[src/rtl/hangman_pkg.sv]
// Shared definitions for the host and player hangman controllers.
package hangman_pkg;

    localparam int WORD_LEN     = 5;
    localparam int MAX_MISTAKES = 6;

    localparam logic [7:0] ASCII_A  = 8'h41;
    localparam logic [7:0] ASCII_Z  = 8'h5A;
    localparam logic [7:0] ASCII_US = 8'h5F;

    typedef enum logic [2:0] {
        IDLE,
        CLEAR,
        WAIT,
        CHECK,
        APPLY,
        WIN,
        LOSE
    } state_t;

    function automatic logic is_upper(input logic [7:0] c);
        return (c >= ASCII_A) && (c <= ASCII_Z);
    endfunction

    function automatic logic word_ok(input logic [39:0] w);
        logic ok;
        ok = 1'b1;
        for (int i = 0; i < WORD_LEN; i++) begin
            ok = ok & is_upper(w[i*8 +: 8]);
        end
        return ok;
    endfunction

endpackage

[src/rtl/letter_match.sv]
// Compares one guess byte against every letter of the word; bit4 of mask is the leftmost letter.
module letter_match
    import hangman_pkg::*;
(
    input  logic [39:0] word,
    input  logic [7:0]  guess,
    output logic [4:0]  mask,
    output logic [2:0]  count
);

    always_comb begin
        mask  = '0;
        count = '0;
        for (int i = 0; i < WORD_LEN; i++) begin
            if (word[i*8 +: 8] == guess) begin
                mask[i] = 1'b1;
                count   = count + 3'd1;
            end
        end
    end

endmodule

[src/rtl/host_game_ctrl.sv]
// Host-side hangman sequencer: latches the word, checks guesses, and issues one-cycle display commands.
module host_game_ctrl
    import hangman_pkg::*;
(
    input  logic        clk,
    input  logic        nRst,
    input  logic        word_valid,
    input  logic [39:0] word_in,
    input  logic        guess_valid,
    input  logic [7:0]  guess_in,
    output logic        guess_ready,
    input  logic        restart,
    output logic [7:0]  letter,
    output logic [4:0]  indexCorrect,
    output logic        mistake,
    output logic [2:0]  numMistake,
    output logic [2:0]  correct,
    output logic [39:0] word,
    output logic        gameEnd_host,
    output logic        game_over,
    output logic        win
);

    state_t      state_q, state_d;
    logic [25:0] used_q, used_d;
    logic [7:0]  guess_q, guess_d;
    logic [39:0] word_d;
    logic [7:0]  letter_d;
    logic [4:0]  idx_d;
    logic        mistake_d, ready_d, ge_d, over_d, win_d;
    logic [2:0]  num_d, cor_d;

    logic [4:0]  match_mask;
    logic [2:0]  match_cnt;
    logic [4:0]  used_idx;
    logic [3:0]  cor_sum;

    letter_match u_match (
        .word  (word),
        .guess (guess_q),
        .mask  (match_mask),
        .count (match_cnt)
    );

    // 'A'..'Z' have low five bits 1..26, so subtracting one gives the used-mask index.
    assign used_idx = guess_q[4:0] - 5'd1;
    assign cor_sum  = {1'b0, correct} + {1'b0, match_cnt};

    always_comb begin
        state_d   = state_q;
        used_d    = used_q;
        guess_d   = guess_q;
        word_d    = word;
        letter_d  = letter;
        idx_d     = '0;
        mistake_d = 1'b0;
        num_d     = numMistake;
        cor_d     = correct;
        ge_d      = 1'b0;
        ready_d   = 1'b0;
        over_d    = 1'b0;
        win_d     = 1'b0;

        if (restart && state_q != IDLE) begin
            state_d = IDLE;
            ge_d    = 1'b1;
            used_d  = '0;
            num_d   = '0;
            cor_d   = '0;
        end else begin
            case (state_q)
                IDLE: begin
                    if (word_valid && word_ok(word_in)) begin
                        word_d  = word_in;
                        used_d  = '0;
                        num_d   = '0;
                        cor_d   = '0;
                        ge_d    = 1'b1;
                        state_d = CLEAR;
                    end
                end
                CLEAR: begin
                    ready_d = 1'b1;
                    state_d = WAIT;
                end
                WAIT: begin
                    if (guess_valid && guess_ready) begin
                        guess_d = guess_in;
                        state_d = CHECK;
                    end else begin
                        ready_d = 1'b1;
                    end
                end
                CHECK: begin
                    if (!is_upper(guess_q) || used_q[used_idx]) begin
                        ready_d = 1'b1;
                        state_d = WAIT;
                    end else begin
                        used_d[used_idx] = 1'b1;
                        letter_d         = guess_q;
                        state_d          = APPLY;
                        if (match_mask != '0) begin
                            idx_d = match_mask;
                            cor_d = (cor_sum > 4'(WORD_LEN)) ? 3'(WORD_LEN) : cor_sum[2:0];
                        end else begin
                            mistake_d = 1'b1;
                            num_d     = numMistake + 3'd1;
                        end
                    end
                end
                APPLY: begin
                    if (correct == 3'(WORD_LEN)) begin
                        over_d  = 1'b1;
                        win_d   = 1'b1;
                        state_d = WIN;
                    end else if (numMistake == 3'(MAX_MISTAKES)) begin
                        over_d    = 1'b1;
                        mistake_d = 1'b1;
                        state_d   = LOSE;
                    end else begin
                        ready_d = 1'b1;
                        state_d = WAIT;
                    end
                end
                WIN: begin
                    over_d = 1'b1;
                    win_d  = 1'b1;
                end
                LOSE: begin
                    over_d    = 1'b1;
                    mistake_d = 1'b1;
                end
                default: state_d = IDLE;
            endcase
        end
    end

    // Outputs are registered alongside the state so each command lines up with its state cycle.
    always_ff @(posedge clk or negedge nRst) begin
        if (!nRst) begin
            state_q      <= IDLE;
            used_q       <= '0;
            guess_q      <= '0;
            word         <= {5{ASCII_US}};
            letter       <= '0;
            indexCorrect <= '0;
            mistake      <= 1'b0;
            numMistake   <= '0;
            correct      <= '0;
            gameEnd_host <= 1'b0;
            guess_ready  <= 1'b0;
            game_over    <= 1'b0;
            win          <= 1'b0;
        end else begin
            state_q      <= state_d;
            used_q       <= used_d;
            guess_q      <= guess_d;
            word         <= word_d;
            letter       <= letter_d;
            indexCorrect <= idx_d;
            mistake      <= mistake_d;
            numMistake   <= num_d;
            correct      <= cor_d;
            gameEnd_host <= ge_d;
            guess_ready  <= ready_d;
            game_over    <= over_d;
            win          <= win_d;
        end
    end

endmodule

[config.mk]
export PLATFORM = sky130hd
export DESIGN_NAME = host_game_ctrl
export DESIGN_NICKNAME = d
export VERILOG_FILES = /design/src/rtl/hangman_pkg.sv /design/src/rtl/letter_match.sv /design/src/rtl/host_game_ctrl.sv
export SDC_FILE = /design/constraint.sdc
export NUM_CORES = 1
export LEC_CHECK = 0
export ABC_AREA = 1
export CORE_UTILIZATION = 30
export DETAILED_ROUTE_END_ITERATION = 16
export DONT_BUFFER_PORTS = 1
export PLACE_DENSITY_LB_ADDON = 0.08
export SYNTH_ARGS = -nofsm -noshare
export SYNTH_HDL_FRONTEND = slang
export SYNTH_SLANG_ARGS = --single-unit
[constraint.sdc]
create_clock -name clk -period 3.7 [get_ports clk]
set_input_delay 0.74 -clock clk [delete_from_list [all_inputs] [get_ports clk]]
set_output_delay 0.74 -clock clk [all_outputs]
set_load 0.02 [all_outputs]
==> run metrics, run 1 <==
average vias per placed instance 4.69; critical path fanouts, max 3; worst endpoint required time 3.94 ns; final setup fails 3; total number of vias 5154; global-route usage over all layers 17.0%; worst voltage drop across the vdd grid 0.217 mV; placement row count 52; drt first pass iters 5; routability-driven placement congestion ratio 0.865; count of distinct cell types in the synthesized netlist 46; die boundary height 146 um; Final Hold Viols 0; count of buffers from port buffering 0; wire length of the first global-routing pass 28.5 mm; setup slack of the critical path after layout -0.166 ns; area of the mapped netlist 0.00621 mm2; start point of the critical path word[9]; met1 global-route usage 23.2%; clk_skew 0.00709 ns; M3 GR Usage 5.02%; net switching component of the power 1.30 mW; setup repair after global routing missed its margin yes; Slew @ Worst Pin 0.769 ns; total placed instance area 0.00670 mm2; slowest cell on the critical path sky130_fd_sc_hd__dfstp_2; final non-filler cell area 0.00712 mm2; total number of yosys warnings 0; total detailed-routing wirelength 17.5 mm; logic gate share of total power 33.3%; global routing met2 resource utilization 26.6%; result of the run complete, but fails checks; minimum clock period after layout 3.87 ns; proportion of netlist area held by the largest area contributor 28.6%; dpl hpwl 12.7 mm; pre-CTS worst setup slack -0.192 ns; Hold WC Path Type in2async; clock edge transition at the registers on the reported setup and hold paths 0.08 ns; kind of cell adding the most delay to the critical path adder cells; pin count of the biggest net entering global routing 102; Leakage Power 3.36 nW; synthesized netlist net count 858; antenna diode count 0; violations in the final reports setup timing; Ports 117; fraction of final layout cells with drive strength greater than 1 26.1%; maximum cell stage delay along the critical path 0.55 ns; CP Launch Type flop; Switching Share 38.7%; number of synthesized flops with an enable pin 0; post-route ant nets 0; max_cap viols 0; fraction of power consumed by sequential logic 37.0%; top flip-flop cell by instance count after synthesis sky130_fd_sc_hd__dfrtp_1; synthesized netlist cell count 789; Area growth, synth to finish 14.6%; flops & latches, synth 101; DIE WIDTH 146 um; clock network latency to the later pin of the worst-skew pair 0.35 ns; R2R Path Start word[9]; buffer depth of the longest clock path 2; Initial DRC Count 241; number of H-tree branching levels 3; power per unit of standard cell area 472 mW/mm2; worst slew margin relative to its limit 48.6%; proportion of synthesized chip area in sequential cells 41.3%; number of global-route vias before repair 5210; detailed-route wire length per cell 15.9 um; leading post-synthesis cells by instance count sky130_fd_sc_hd__nand2_1, sky130_fd_sc_hd__inv_1, sky130_fd_sc_hd__nand3_1, sky130_fd_sc_hd__dfrtp_1, sky130_fd_sc_hd__nor2_1; number of standard cells in the final layout excluding fillers 1100; area of the die 0.0213 mm2; Clk network pwr share 29.7%; share of the cycle needed by the critical path after routing 104%; cell type contributing the most total cell area after synthesis sky130_fd_sc_hd__dfrtp_1; number of buffers and inverters on the critical path 4; number of DRC violations after detailed routing 0; post-route total power 3.36 mW; Slew Viols, Final 0; cell with the most instances on the worst path sky130_fd_sc_hd__nand2_2; cell breakdown of the critical path xnor2_2, and3b_1, inv_2, nor4_4, ha_1, inv_1, nand2_1, nand2_2, inv_2, ha_4, nand2_2, nand2_2, ha_4, nand3_2, xor2_1, xor2_1, ha_1, buf_4, a211oi_2, o21ai_2, o211ai_1, nand2_1; most used routing layer met2; Worst setup EP type flop; maximum achievable frequency 259 MHz; internal portion of total power 2.06 mW; initial cell density of the core 30.6%; cells taking the most area after synthesis sky130_fd_sc_hd__dfrtp_1, sky130_fd_sc_hd__dfstp_2, sky130_fd_sc_hd__nand2_1, sky130_fd_sc_hd__inv_1, sky130_fd_sc_hd__nand3_1; Synth Area per Inst 7.88 um2; most used standard cell by instance count after synthesis sky130_fd_sc_hd__nand2_1; Placed Cells incl. Taps 1078; clock sink count 101; Net count, final 894; placeable core region 0.0203 mm2; CTS Buf Count 9; clock tree from TritonCTS yes; Setup TNS Final -0.375 ns; worst endpoint data arrival time 4.11 ns; fraction of synthesis flops using an asynchronous set or reset pin 100%; cell at the root of the clock tree sky130_fd_sc_hd__clkbuf_16; total congestion overflow 0; initial antenna violation count 0; crit path kind reg2reg
[power groups by stage]
stage          Clock [mW]  Sequential (mW)  Combinational, mW
2_1_floorplan           0             1.24              0.876
3_3_place_gp            0             1.26               1.11
3_5_place_dp            0             1.26               1.12
4_1_cts              1.04             1.24               1.13
5_1_grt              1.08             1.25               1.24
6_report            0.998             1.24               1.12
[path summary, 6_finish.rpt]
check / end / slack, ns / cells after the start
min: used_q[6] / 0.07 / 0
max reg2reg: correct[0] / -0.17 / 22
min in group clk: mistake / 0.44 / 1
min reg2reg: used_q[5] / 0.49 / 2
max: correct[0] / -0.17 / 22
max in group asynchronous: word[30] / 3.40 / 0
[routing by layer]
layer,up-vias,part of all wire [%]
met2,136,45
met3,13,6.6
li1,2574,-
met1,2431,47
met4,0,1.2
met5,-,0
[metrics by stage]
stage	utilization, %	hold slack (ns)
final	35.1	0.0721
after global routing	35.1	0.0507
after CTS	34.8	0.0574
after detailed placement	33.0	0.449
after global placement	33.0	0.449
after floorplan	-	0.444
[kinds of logic after synthesis]
| family | count (synthesis) | share of synthesized area (%) |
|---|---|---|
| mux | 4 | 0.725 |
| flops | 101 | 41.3 |
| xor+xnor | 21 | 2.96 |
| simple gates | 395 | 30.3 |
| compound gates | 110 | 10.8 |
| buf+inv | 142 | 10.6 |
| fa+ha+maj | 16 | 3.34 |
[state kept, by name (all words and copies together) (netlist names)]
name / flops
win: 1
correct: 3
state_q: 3
word: 40
guess_q: 8
game_over: 1
guess_ready: 1
letter: 8
numMistake: 3
indexCorrect: 5
gameEnd_host: 1
used_q: 26
mistake: 1
[final cells by class]
cell class | instances | area, um2
fill | 2183 | 13200
multi-input combinational | 546 | 3080
sequential | 101 | 2560
inverter | 114 | 443
timing repair buffer | 53 | 398
tap | 270 | 338
clock buffer | 10 | 239
clock inverter | 6 | 62.6
[cells in the final DEF (no fill, tap or decap), types with 7 or more instances in the layout]
cell type / netlist / layout
sky130_fd_sc_hd__inv_1: 98 / 97
sky130_fd_sc_hd__buf_4: 2 / 53
sky130_fd_sc_hd__ha_1: 15 / 13
sky130_fd_sc_hd__a21oi_1: 12 / 12
sky130_fd_sc_hd__nand3_1: 72 / 70
sky130_fd_sc_hd__nand4_1: 16 / 16
sky130_fd_sc_hd__dfrtp_1: 71 / 71
sky130_fd_sc_hd__nand2_1: 174 / 170
sky130_fd_sc_hd__o21ai_2: 26 / 28
sky130_fd_sc_hd__xor2_1: 14 / 13
sky130_fd_sc_hd__dfstp_2: 30 / 30
sky130_fd_sc_hd__inv_2: 12 / 13
sky130_fd_sc_hd__nand2_2: 33 / 37
sky130_fd_sc_hd__clkbuf_16: 0 / 9
sky130_fd_sc_hd__o21ai_1: 8 / 7
sky130_fd_sc_hd__nor2_1: 59 / 59
sky130_fd_sc_hd__or2_2: 9 / 9
sky130_fd_sc_hd__o21ai_0: 55 / 54
[timing repair]
action,in CTS,in global routing
pin swaps,4,12
hold endpoints to repair,0,0
setup buffers,5,1
endpoints found under the setup margin,3,3
resized for setup,6,11
hold buffers,0,0
Note: power is estimated with default switching activity, not from simulation.
==> run 2, diff against run 1 <==
--- a/config.mk
+++ b/config.mk
@@ -9,6 +9,7 @@
 export CORE_UTILIZATION = 30
 export DETAILED_ROUTE_END_ITERATION = 16
 export DONT_BUFFER_PORTS = 1
+export GPL_TIMING_DRIVEN = 0
 export PLACE_DENSITY_LB_ADDON = 0.08
 export SYNTH_ARGS = -nofsm -noshare
 export SYNTH_HDL_FRONTEND = slang
==> run metrics, run 2 (synthesized netlist as in run 1, its figures left out) <==
setup slack of the critical path after layout -0.292 ns; antenna diode count 0; Reg with most FFs word; drt first pass iters 5; pin count of the biggest net entering global routing 102; total detailed-routing wirelength 18.1 mm; Final Hold Viols 0; global-route usage over all layers 17.6%; Ports 117; initial antenna violation count 0; number of global-route vias before repair 5193; maximum cell stage delay along the critical path 0.62 ns; Setup TNS Final -0.770 ns; Hold WC Path Type in2async; placement row count 52; worst slew margin relative to its limit 57.3%; critical path fanouts, max 3; worst endpoint data arrival time 4.29 ns; number of standard cells in the final layout excluding fillers 1086; commonest non-fill, non-tap cell in the layout sky130_fd_sc_hd__nand2_1; crit path kind reg2reg; routability-driven placement congestion ratio 0.897; count of buffers from port buffering 0; commonest cells after routing, fill and taps aside sky130_fd_sc_hd__nand2_1, sky130_fd_sc_hd__inv_1, sky130_fd_sc_hd__dfrtp_1; clk_skew 0.00692 ns; max_cap viols 0; average vias per placed instance 4.76; worst endpoint required time 3.99 ns; detailed-route wire length per cell 16.7 um; reg-to-reg setup timing slack -0.29 ns; cell breakdown of the critical path xnor2_1, and3b_1, inv_2, nor4_4, ha_1, inv_1, nand2_1, nand2_2, inv_2, ha_4, nand2_4, nand2_4, ha_4, nand3_4, xor2_2, xor2_2, ha_4, nand2_2, nor2_2, a211oi_2, o21ai_2, nor3_2, nand2_1, nand2_1; Placed Cells incl. Taps 1059; Slew @ Worst Pin 0.640 ns; worst hold slack 0.0805 ns; initial cell density of the core 30.6%; fraction of final layout cells with drive strength greater than 1 24.3%; clock sink count 101; wire length of the first global-routing pass 29.0 mm; post-route total power 3.57 mW; registers with the most flip-flops word: 40 flops, used_q: 26 flops; violations in the final reports setup timing; CTS Buf Count 9; worst voltage drop across the vdd grid 0.252 mV; pre-CTS worst setup slack -0.664 ns; share of the cycle needed by the critical path after routing 108%; Area growth, synth to finish 15.0%; setup repair after global routing missed its margin yes; clock tree from TritonCTS yes; post-route ant nets 0; area of the die 0.0213 mm2; cell at the root of the clock tree sky130_fd_sc_hd__clkbuf_16; total congestion overflow 0; clock edge transition at the registers on the reported setup and hold paths 0.07 ns; Worst setup EP type flop; Net count, final 880; DIE WIDTH 146 um; worst r2r path cells 24; Final Util 35.2%; result of the run complete, but fails checks; Initial DRC Count 239; max reg flops 40; die boundary height 146 um; Leakage Power 3.30 nW; minimum clock period after layout 3.99 ns; final setup fails 3; number of H-tree branching levels 3; CP Launch Type flop; total number of vias 5167; dpl hpwl 13.5 mm; total placed instance area 0.00656 mm2; clock network latency to the later pin of the worst-skew pair 0.35 ns; placeable core region 0.0203 mm2; buffer depth of the longest clock path 2; Slew Viols, Final 0; destination of the worst register-to-register timing path correct[1]; R2R Path Start word[9]; number of DRC violations after detailed routing 0; maximum achievable frequency 250 MHz; start point of the critical path word[9]; power per unit of standard cell area 499 mW/mm2; slowest cell on the critical path sky130_fd_sc_hd__dfstp_2; final non-filler cell area 0.00714 mm2
run 2: cell types whose count changed in the layout (fill, tap and decap cells not counted), moves of 2 or more:
cell,previous run,this run
sky130_fd_sc_hd__nand2_4,2,4
sky130_fd_sc_hd__buf_12,0,3
sky130_fd_sc_hd__buf_6,0,6
sky130_fd_sc_hd__clkbuf_1,0,10
sky130_fd_sc_hd__buf_2,0,7
sky130_fd_sc_hd__xor2_2,1,3
sky130_fd_sc_hd__nand3_2,4,2
sky130_fd_sc_hd__nand2_2,37,35
sky130_fd_sc_hd__nand3_4,1,3
sky130_fd_sc_hd__clkinv_4,2,0
sky130_fd_sc_hd__xor2_1,13,11
sky130_fd_sc_hd__buf_4,53,12
sky130_fd_sc_hd__bufinv_16,1,3
run 2: layer usage:
metal,GRT usage [%],part of all wire (%),vias up
li1,-,-,2548
met1,22.6,46,2450
met2,28.2,45,144
met3,5.42,7.1,25
met4,5.58,1.9,0
met5,0,0,-
run 2: critical path, delay by kind of cell (launching register included):
family                   cells  cell delay (ns)
AND/OR/NAND/NOR             12             1.32
flip-flops                   1             0.62
XOR/XNOR                     3             0.58
AO/OA/AOI/OAI                2             0.27
adder cells (fa/ha/maj)      4             0.98
buffers and inverters        3             0.17
run 2: what timing repair did:
action	in CTS	in global routing
gates resized for setup	11	20
setup buffers	12	0
setup endpoints to repair	3	3
hold buffers	0	0
pin swaps	14	13
gates cloned	0	0
run 2: cell type report:
class,count,area [um2]
Fill cell,2135,13200
Multi-Input combinational cell,546,3140
Sequential cell,101,2560
Inverter,114,448
Tap cell,270,338
Clock buffer,10,239
Buffer,28,219
Clock inverter,6,109
Timing Repair Buffer,11,86.3
run 2: power by group:
part	switching (mW)	internal, mW
logic	0.816	0.397
registers	0.0709	1.16
clock network	0.443	0.681
total	1.33	2.24
run 2: how the worst max path moves through the flow:
stage / to / slack (ns) / depth (start not counted)
after global placement: correct[2] / -0.52 / 26
after CTS: correct[2] / -0.43 / 23
after floorplan: correct[2] / 0.06 / 26
after global routing: correct[1] / -0.59 / 24
after detailed placement: correct[2] / -0.66 / 26
final: correct[1] / -0.29 / 24
==> run 3, diff against run 2 <==
--- a/config.mk
+++ b/config.mk
@@ -6,6 +6,7 @@
 export NUM_CORES = 1
 export LEC_CHECK = 0
 export ABC_AREA = 1
+export CORE_ASPECT_RATIO = 0.6
 export CORE_UTILIZATION = 30
 export DETAILED_ROUTE_END_ITERATION = 16
 export DONT_BUFFER_PORTS = 1
==> run metrics, run 3 (synthesized netlist as in run 1, its figures left out) <==
registers with the most flip-flops word: 40 flops, used_q: 26 flops; initial cell density of the core 30.8%; max_cap viols 0; destination of the worst register-to-register timing path correct[1]; crit path kind reg2reg; Slew Viols, Final 0; worst voltage drop across the vdd grid 0.237 mV; worst endpoint required time 3.96 ns; Initial DRC Count 432; setup repair after global routing missed its margin yes; minimum clock period after layout 3.93 ns; area of the die 0.0213 mm2; clock tree from TritonCTS yes; Worst setup EP type flop; total placed instance area 0.00656 mm2; max reg flops 40; Ports 117; Final Util 35.9%; commonest cells after routing, fill and taps aside sky130_fd_sc_hd__nand2_1, sky130_fd_sc_hd__inv_1, sky130_fd_sc_hd__nand3_1; pin count of the biggest net entering global routing 102; die boundary height 113 um; detailed-route wire length per cell 18.1 um; Slew @ Worst Pin 0.689 ns; worst slew margin relative to its limit 54.0%; clk_skew 0.00940 ns; CP Launch Type flop; final non-filler cell area 0.00723 mm2; worst endpoint data arrival time 4.18 ns; hold-fix buffer count after cts 0; final setup fails 3; initial antenna violation count 1; power per unit of standard cell area 480 mW/mm2; CTS Buf Count 9; clock edge transition at the registers on the reported setup and hold paths 0.07 ns; result of the run complete, but fails checks; number of global-route vias before repair 5203; area occupied by multi-input gates 0.00316 mm2; maximum achievable frequency 255 MHz; worst hold slack 0.0668 ns; dpl hpwl 14.9 mm; Hold WC Path Type in2async; Area growth, synth to finish 16.4%; routability-driven placement congestion ratio 0.845; wire length of the first global-routing pass 30.8 mm; global-route usage over all layers 19.3%; share of the cycle needed by the critical path after routing 106%; filler cell count in the final layout 2103; cell at the root of the clock tree sky130_fd_sc_hd__clkbuf_16; fraction of final layout cells with drive strength greater than 1 26.2%; clock sink count 101; number of standard cells in the final layout excluding fillers 1102; Reg with most FFs word; number of DRC violations after detailed routing 0; Net count, final 892; buffer depth of the longest clock path 2; Leakage Power 3.32 nW; register cell area after layout 0.00257 mm2; setup slack of the critical path after layout -0.226 ns; total congestion overflow 0; drt first pass iters 5; number of H-tree branching levels 3; placement row count 40; total detailed-routing wirelength 20.0 mm; reg-to-reg setup timing slack -0.23 ns; Final Hold Viols 0; DIE WIDTH 188 um; worst r2r path cells 23; average vias per placed instance 4.84; critical path fanouts, max 3; clock network latency to the later pin of the worst-skew pair 0.37 ns; total number of vias 5329; Setup TNS Final -0.644 ns; commonest non-fill, non-tap cell in the layout sky130_fd_sc_hd__nand2_1; pre-CTS worst setup slack -0.713 ns; placeable core region 0.0202 mm2; count of buffers from port buffering 0; violations in the final reports setup timing; R2R Path Start word[14]; post-route total power 3.47 mW; post-route ant nets 0; Placed Cells incl. Taps 1062
[run 3: worst max-delay path by stage]
stage | startpoint | to | slack (ns)
after floorplan | guess_q[0] | correct[2] | 0.06
after global placement | guess_q[0] | correct[0] | -0.58
after detailed placement | guess_q[0] | correct[2] | -0.71
after CTS | word[9] | correct[2] | -0.34
after global routing | guess_q[0] | correct[0] | -0.36
final | word[14] | correct[1] | -0.23
[run 3: report_power, final]
| part | total (mW) | switching, mW | internal (mW) |
|---|---|---|---|
| combinational | 1.29 | 0.842 | 0.449 |
| sequential | 1.25 | 0.0841 | 1.16 |
| clock | 0.934 | 0.441 | 0.493 |
| total | 3.47 | 1.37 | 2.10 |
[run 3: worst max-delay path: stages (launching register included)]
cell                      delay (ns)
sky130_fd_sc_hd__dfstp_2        0.62
sky130_fd_sc_hd__xnor2_1        0.14
sky130_fd_sc_hd__nand3_1        0.14
sky130_fd_sc_hd__nor4_4         0.28
sky130_fd_sc_hd__buf_4          0.18
sky130_fd_sc_hd__ha_4           0.21
sky130_fd_sc_hd__inv_2          0.05
sky130_fd_sc_hd__nand2_2        0.06
sky130_fd_sc_hd__nand2_4        0.09
sky130_fd_sc_hd__inv_4          0.04
sky130_fd_sc_hd__ha_4           0.27
sky130_fd_sc_hd__nand2_4        0.06
sky130_fd_sc_hd__buf_4          0.17
sky130_fd_sc_hd__buf_4          0.12
sky130_fd_sc_hd__buf_4          0.12
sky130_fd_sc_hd__buf_4          0.12
sky130_fd_sc_hd__nand3_1        0.09
sky130_fd_sc_hd__o21ai_2        0.08
sky130_fd_sc_hd__fa_2           0.41
sky130_fd_sc_hd__xor2_4         0.20
sky130_fd_sc_hd__o21ai_2        0.17
sky130_fd_sc_hd__nor3_1         0.06
sky130_fd_sc_hd__nand2_1        0.07
sky130_fd_sc_hd__nand2_1        0.05
[run 3: cell type report]
type	count	share of cell area [%]
clock inverter	2	0.138
clock buffer	14	3.65
timing repair buffer	24	2.77
tap	273	4.72
inverter	114	6.47
multi-input combinational	546	43.7
antenna	1	0.0346
buffer	27	3.01
sequential	101	35.5
[run 3: routing by layer]
metal  vias up  part of all wire (%)  routed length (um)  track usage, %
met5         -                     0                   0               0
li1       2581                     -                   -               -
met2       155                    40                8040            26.4
met3        11                   9.5                1900            7.35
met4         0                  0.83                 165            4.23
met1      2582                    49                9880            28.3
[run 3: what timing repair did]
item / CTS / global route
endpoints found under the hold margin: 0 / 0
setup buffers: 17 / 7
setup endpoints to repair: 3 / 3
resized for setup: 14 / 43
pin swaps: 15 / 18
